--- src/rtl/cmp_result_monitor.sv ---
// Debounces the one-hot A>B / A=B / A<B comparator result stream into a stable relation
// state, with registered crossing events, a saturating crossing counter and a one-hot error flag.
module cmp_result_monitor #(
    parameter int DEBOUNCE = 3,
    parameter int CNT_W    = 8
) (
    input  logic             clk,
    input  logic             rst,
    input  logic             in_valid,
    input  logic             ans2,
    input  logic             ans1,
    input  logic             ans0,
    input  logic             clr_cnt,
    output logic [1:0]       state_o,
    output logic             evt_rise,
    output logic             evt_fall,
    output logic [CNT_W-1:0] cross_cnt,
    output logic             err_onehot
);

    localparam int RUN_W = 4;
    localparam logic [RUN_W-1:0] RUN_MAX = RUN_W'(DEBOUNCE);
    localparam logic [CNT_W-1:0] CNT_MAX = {CNT_W{1'b1}};

    localparam logic [1:0] ST_UNKNOWN = 2'b00;
    localparam logic [1:0] ST_BELOW   = 2'b01;
    localparam logic [1:0] ST_EQUAL   = 2'b10;
    localparam logic [1:0] ST_ABOVE   = 2'b11;

    logic [1:0]       state_q, state_d;
    logic [1:0]       last_cand_q, last_cand_d;
    logic [RUN_W-1:0] run_q, run_d;
    logic             evt_rise_q, evt_rise_d;
    logic             evt_fall_q, evt_fall_d;
    logic             err_q, err_d;
    logic [CNT_W-1:0] cnt_q, cnt_d;

    logic [1:0]       cand;
    logic             legal;
    logic             qualify;

    // Candidates share the state encoding so a qualified candidate is the new state directly.
    always_comb begin
        cand  = ST_UNKNOWN;
        legal = 1'b0;
        case ({ans2, ans1, ans0})
            3'b100: begin cand = ST_ABOVE; legal = 1'b1; end
            3'b010: begin cand = ST_EQUAL; legal = 1'b1; end
            3'b001: begin cand = ST_BELOW; legal = 1'b1; end
            default: begin cand = ST_UNKNOWN; legal = 1'b0; end
        endcase
    end

    always_ff @(posedge clk) begin
        if (rst) begin
            state_q     <= ST_UNKNOWN;
            last_cand_q <= ST_UNKNOWN;
            run_q       <= '0;
            evt_rise_q  <= 1'b0;
            evt_fall_q  <= 1'b0;
            err_q       <= 1'b0;
            cnt_q       <= '0;
        end else begin
            state_q     <= state_d;
            last_cand_q <= last_cand_d;
            run_q       <= run_d;
            evt_rise_q  <= evt_rise_d;
            evt_fall_q  <= evt_fall_d;
            err_q       <= err_d;
            cnt_q       <= cnt_d;
        end
    end

    always_comb begin
        state_d     = state_q;
        last_cand_d = last_cand_q;
        run_d       = run_q;
        qualify     = 1'b0;
        if (in_valid) begin
            if (!legal) begin
                run_d = '0;
            end else begin
                if (cand == last_cand_q && run_q != '0) begin
                    run_d = (run_q >= RUN_MAX) ? RUN_MAX : run_q + RUN_W'(1);
                end else begin
                    run_d = RUN_W'(1);
                end
                last_cand_d = cand;
                if (run_d == RUN_MAX && cand != state_q) begin
                    qualify = 1'b1;
                    state_d = cand;
                end
            end
        end
    end

    // Only entries into ABOVE or BELOW from a known state count as crossings.
    always_comb begin
        err_d      = in_valid && !legal;
        evt_rise_d = qualify && cand == ST_ABOVE &&
                     (state_q == ST_BELOW || state_q == ST_EQUAL);
        evt_fall_d = qualify && cand == ST_BELOW &&
                     (state_q == ST_EQUAL || state_q == ST_ABOVE);
        if (clr_cnt) begin
            cnt_d = '0;
        end else if ((evt_rise_d || evt_fall_d) && cnt_q != CNT_MAX) begin
            cnt_d = cnt_q + CNT_W'(1);
        end else begin
            cnt_d = cnt_q;
        end
    end

    assign state_o    = state_q;
    assign evt_rise   = evt_rise_q;
    assign evt_fall   = evt_fall_q;
    assign cross_cnt  = cnt_q;
    assign err_onehot = err_q;

endmodule

--- config.mk ---
export PLATFORM = sky130hd
export DESIGN_NAME = cmp_result_monitor
export DESIGN_NICKNAME = d
export VERILOG_FILES = /design/src/rtl/cmp_result_monitor.sv
export SDC_FILE = /design/constraint.sdc
export NUM_CORES = 1
export LEC_CHECK = 0
export ABC_AREA = 1
export CORE_MARGIN = 3
export CORE_UTILIZATION = 46
export CTS_CLUSTER_SIZE = 8
export DETAILED_ROUTE_END_ITERATION = 12
export MAX_ROUTING_LAYER = met4
export PLACE_DENSITY = 0.8
export SKIP_CTS_REPAIR_TIMING = 1
export SLEW_MARGIN = 20
export SYNTH_ARGS = -nofsm -noshare
export SYNTH_HDL_FRONTEND = slang
export SYNTH_SLANG_ARGS = --single-unit
--- constraint.sdc ---
create_clock -name clk -period 1.5 [get_ports clk]
set_clock_uncertainty 0.1 [all_clocks]
set_input_delay 0.3 -clock clk [delete_from_list [all_inputs] [get_ports clk]]
set_output_delay 0.3 -clock clk [all_outputs]
set_load 0.02 [all_outputs]
Word-level counts from Yosys, hierarchy flattened --
Index checks and enable logic that the tools add are counted. W data, S select, Z words.
Storage, ports and cells: register bits after elaboration 19, input bits 7, output and inout bits 13, logic and storage cells 49
Cells by class: $add $sub $neg 2, magnitude comparators 1, eq/ne operators 12, multiplexer cells 10, reduce and logical (&&, ||, !) cells 17
Operator list (count):
- $mux W4 | 5
- $add A8 B1 Y8 const B | 1
- $logic_and A1 B1 Y1 | 8
- $ne A8 B8 Y1 const B | 1
- $eq A2 B2 Y1 const B | 3
- $pmux W2 S3 | 1
- $add A4 B1 Y4 const B | 1
- $eq A2 B1 Y1 const B | 2
- $eq A4 B2 Y1 const B | 1
- $ge A4 B2 Y1 const B | 1
- $mux W1 | 4
- $reduce_bool A4 Y1 | 1
- $eq A3 B1 Y1 const B | 1
- $eq A3 B2 Y1 const B | 1
- $eq A3 B3 Y1 const B | 1
- $logic_or A1 B1 Y1 | 3
- $reduce_and A3 Y1 | 1
- $reduce_or A3 Y1 | 1
- $eq A2 B2 Y1 | 1
- $ne A2 B2 Y1 | 1
- $reduce_and A2 Y1 | 1
- $reduce_or A2 Y1 | 1
- $logic_not A1 Y1 | 1

Logic depth before layout (Yosys ltp) --
Gate-level depths: netlist of the first run.
depth after elaboration 16, gate-level depth with buffers 12, depth with buffers taken out 12

Worst setup path after synthesis of the first run --
No wires, ideal clock.
path type reg-to-reg, start register cnt_q[0] (netlist: cross_cnt[0]), end register cnt_q[1] (netlist: cross_cnt[1]), setup time 0.070 ns, arrival 1.591 ns, required time 1.330 ns, setup slack -0.261 ns, cell stages (with the launch flop) 8, buffers on the path 0, clock period less this slack 1.761 ns, cell sequence dfxtp_1 ha_1 nand3_1 nor2_1 nand3_2 o211ai_1 nand2_1 a21oi_1
Between the ends: cells in the longest elaborated chain, start to end 2, elaborated cells on any way between the ends 3, those cells by class add/sub: 1; eq/ne: 1; reduce/logical: 1
Ends and longest elaborated chain:
- start, declared | RTL line 36 | logic [CNT_W-1:0] cnt_q, cnt_d;
- start signal, assigned | RTL line 70 | cnt_q <= cnt_d;
- parallel branches: the longest is 2 deep, another holds $add A8 B1 Y8
Parallel ways; which one is timed is not known. A chain may end at the register's enable or synchronous reset.

Worst setup path after layout of the first run --
start register run_q[0], end register cnt_q[3] (netlist: cross_cnt[3])
Between the ends: cells in the longest elaborated chain, start to end 14, elaborated cells on any way between the ends 19, those cells by class add/sub: 1; order compare: 1; eq/ne: 1; mux: 7; reduce/logical: 9
Ends and longest elaborated chain:
- start, declared | RTL line 32 | logic [RUN_W-1:0] run_q, run_d;
- start signal, assigned | RTL line 66 | run_q <= run_d;
- $add A4 B1 Y4, or another cell as far along | RTL line 84 | run_d = (run_q >= RUN_MAX) ? RUN_MAX : run_q + RUN_W'(1);
- $mux W4 or $logic_and A1 B1 Y1 (tied branches) | RTL line 84, 83
- $mux W4 * | RTL line 83 | if (cand == last_cand_q && run_q != '0) begin
- $mux W4 * | RTL line 80 | if (!legal) begin
- $mux W4 * | RTL line 79 | if (in_valid) begin
- $eq A4 B2 Y1 * | RTL line 89 | if (run_d == RUN_MAX && cand != state_q) begin
- $logic_and A1 B1 Y1 * | RTL line 89
- $mux W1 * | RTL line 89
- $mux W1 * | RTL line 80
- $mux W1 * | RTL line 79
- $logic_and A1 B1 Y1, on equally long branches (2 in a row) | RTL line 100, 102
- $logic_or A1 B1 Y1 * | RTL line 106 | end else if ((evt_rise_d || evt_fall_d) && cnt_q != CNT_MAX) begin
- $logic_and A1 B1 Y1 * | RTL line 106
Mark *: on every way between the ends. The rest lies on a longest branch, timed or not. The select of a mux whose other input is x is not followed.

==> results of run 1 <==
final timing paths:
path / startpoint / endpoint / slack [ps] / cells past startpoint
max: run_q[0]$_SDFFE_PP0P_ / cross_cnt[3]$_SDFFE_PP0P_ / -210 / 9
min reg2reg: run_q[2]$_SDFFE_PP0P_ / run_q[2]$_SDFFE_PP0P_ / 360 / 2
max reg2reg: run_q[0]$_SDFFE_PP0P_ / cross_cnt[3]$_SDFFE_PP0P_ / -210 / 9
min: run_q[2]$_SDFFE_PP0P_ / run_q[2]$_SDFFE_PP0P_ / 360 / 2
sequential cells by signal, indices dropped and copies added, names as in the netlist:
name         flops
state_o          2
evt_rise         1
evt_fall         1
last_cand_q      2
err_onehot       1
cross_cnt        8
run_q            4
worst register-to-register path, cell delays in order (launching register included):
cell     delay (ps)
dfxtp_2         370
ha_1            150
inv_1            50
nand2_2         100
nor2_2           60
nor2_4          130
nand4_4         170
a21oi_4         280
nand3_2         120
a21oi_2         130
cell type report:
type	count	area, um2	share of cell area
Clock buffer	3	22.5	0.0124
Clock inverter	1	5.00	0.00276
Inverter	19	93.8	0.0518
Multi-Input combinational cell	109	850	0.469
Sequential cell	19	397	0.219
Tap cell	28	35.0	0.0193
Timing Repair Buffer	43	410	0.226
layer usage:
layer / global-route usage / wire length, um
met1: 0.231 / 1360
met2: 0.327 / 1750
met3: 0.0375 / 131
met4: 0.0648 / 31
met5: - / 0
placed cells by master, fill, tap and decap left out, types with 2 or more instances in the layout:
cell             synthesis  final
clkdlybuf4s50_1          0      3
ha_4                     0      2
nand2_4                  1      3
xor2_1                   3      3
nor2_4                   2      3
nor2_2                   0      6
clkbuf_4                 0      3
dfxtp_2                  0      4
nand3_4                  2      4
a21oi_1                 14      8
a21oi_2                  0      6
dfxtp_4                  0      3
nor2_1                  14      7
nand3_2                  5     12
nand2_1                 27     18
nand3_1                 19     10
a21oi_4                  1      2
inv_2                    3      4
xnor2_1                  3      3
dfxtp_1                 19     12
nand2_2                  4     11
buf_4                    0     22
ha_1                     5      3
nor3_2                   0      2
dlymetal6s2s_1           0     15
buf_6                    0      2
o21ai_2                  0      2
inv_1                   16     12
metrics by stage:
step	setup slack, ps	cell area [um2]	power (uW)
floorplan	-38.3	1200	609
global placement	-755	1580	669
detailed placement	-931	1580	674
CTS	-608	1610	932
global route	-303	1810	983
finish	-206	1810	949
power breakdown:
group / total (uW) / internal, uW / switching [uW]
clock network: 262 / 99.1 / 163
logic: 176 / 72.6 / 104
registers: 511 / 506 / 4.99
cells by family after synthesis:
kind of cell | count (synthesis) | synth area share
DFF | 19 | 0.343
xor gates and xnor gates | 6 | 0.0474
AOI/OAI and AO/OA | 19 | 0.0982
buffers and inverters | 20 | 0.0677
and+or+nand+nor | 78 | 0.387
adders and majority gates | 5 | 0.0564
==> results.json, run 1 <==
{
  "syn_nets": 159,
  "crit_buf_inv": 1,
  "cp_cell_sequence": "ha_1, inv_1, nand2_2, nor2_2, nor2_4, nand4_4, a21oi_4, nand3_2, a21oi_2",
  "worstSetupEndpointType": "register",
  "whs_ps": 364,
  "place_congestion": 0.802,
  "die_area_um2": 3030,
  "syn_avg_cell_area_um2": 7.54,
  "outcome": "finished with violations",
  "cts_buffer_depth": 2,
  "place_inst": 215,
  "dp_hpwl_um": 2190,
  "max-vdd-ir-drop_mv": 0.549,
  "layout-drive-gt1-share": 0.500,
  "synth_most_common_cell": "nand2_1",
  "coreArea_um2": 2250,
  "overflow": 0,
  "syn_area_um2": 1110,
  "grt_pass1_wl_um": 4230,
  "routed_wl_um": 3270,
  "drcViolationCount": 0,
  "grt_antenna_before_repair": 0,
  "syn_to_final_growth_pct": 63.5,
  "routed-via-count": 1190,
  "min_period_ps": 1710,
  "path_delay_family": "simple AND/OR/NAND/NOR gates",
  "fin_cells": 222,
  "crit_path_top_delay_cell": "dfxtp_2",
  "setup-violations-final": 10,
  "final_hold_viol_count": 0,
  "ioPinCount": 20,
  "num_rows": 17,
  "cap_violations": 0,
  "path_max_fanout": 5,
  "synth_top_area_cell": "dfxtp_1",
  "min_path_type": "reg -> reg",
  "fin_crit_sh": 1.14,
  "powerDensity_nw_per_um2": 523,
  "h-tree-depth": 1,
  "cts_root_buffer": "clkbuf_4",
  "portBuffers": 19,
  "tightest_slew_ps": 324,
  "clkLatencyLatePin_ps": 290,
  "leakagePower_uw": 0.000924,
  "synth_common_cells": "27 x nand2_1, 19 x dfxtp_1, 19 x nand3_1",
  "die_y_um": 55.1,
  "ys_top_cells_by_area": "dfxtp_1 34%, nand2_1 9.1%, nand3_1 8.6%",
  "drtIter0Drc": 27,
  "initial_utilization": 0.492,
  "grt_max_degree": 12,
  "violations": "negative setup slack",
  "rsz0062_at_grt": "yes",
  "cts.clk_slew.worst_paths_ps": 110,
  "cts_tree": "built",
  "first_pass_iters": 5,
  "track_usage": 0.194,
  "crit_arrival_ps": 1840,
  "synth-edff-count": 0,
  "synth-main-ff-cell": "dfxtp_1",
  "viasPerCell": 5.36,
  "syn_inst": 147,
  "die_w_um": 55.1,
  "slowest_delay_ps": 370,
  "antenna_cells": 0,
  "crit_type": "reg -> reg",
  "synth_top_area_frac": 0.343,
  "grt_pass1_vias": 1043,
  "final_antenna_net_count": 0,
  "numCtsBuffers": 3,
  "cts.sinks": 19,
  "final_core_util": 0.804,
  "crit_required_ps": 1640,
  "relSlewSlack": 0.784,
  "finalMaxSlewViolations": 0,
  "synthArstFlopShare": 0,
  "fillers": 144,
  "synth_cell_types": 21,
  "setup_ws_ps": -206,
  "yosys_register_bits": 19,
  "fmax_mhz": 586,
  "worst_setup_path_start_kind": "register",
  "num-nets-final": 207,
  "yosys_warnings": 0,
  "finalSetupTns_ps": -1540,
  "ys_seq_area_frac": 0.343,
  "wl_per_cell_um": 14.7
}
No activity file was read; power rests on OpenSTA's default activity.
==> inputs of run 2 (changes only) <==
Settings changed: SLEW_MARGIN 20 to 0.
==> results of run 2 <==
No change in the layout: final DEF, timing and power equal those of run 1.
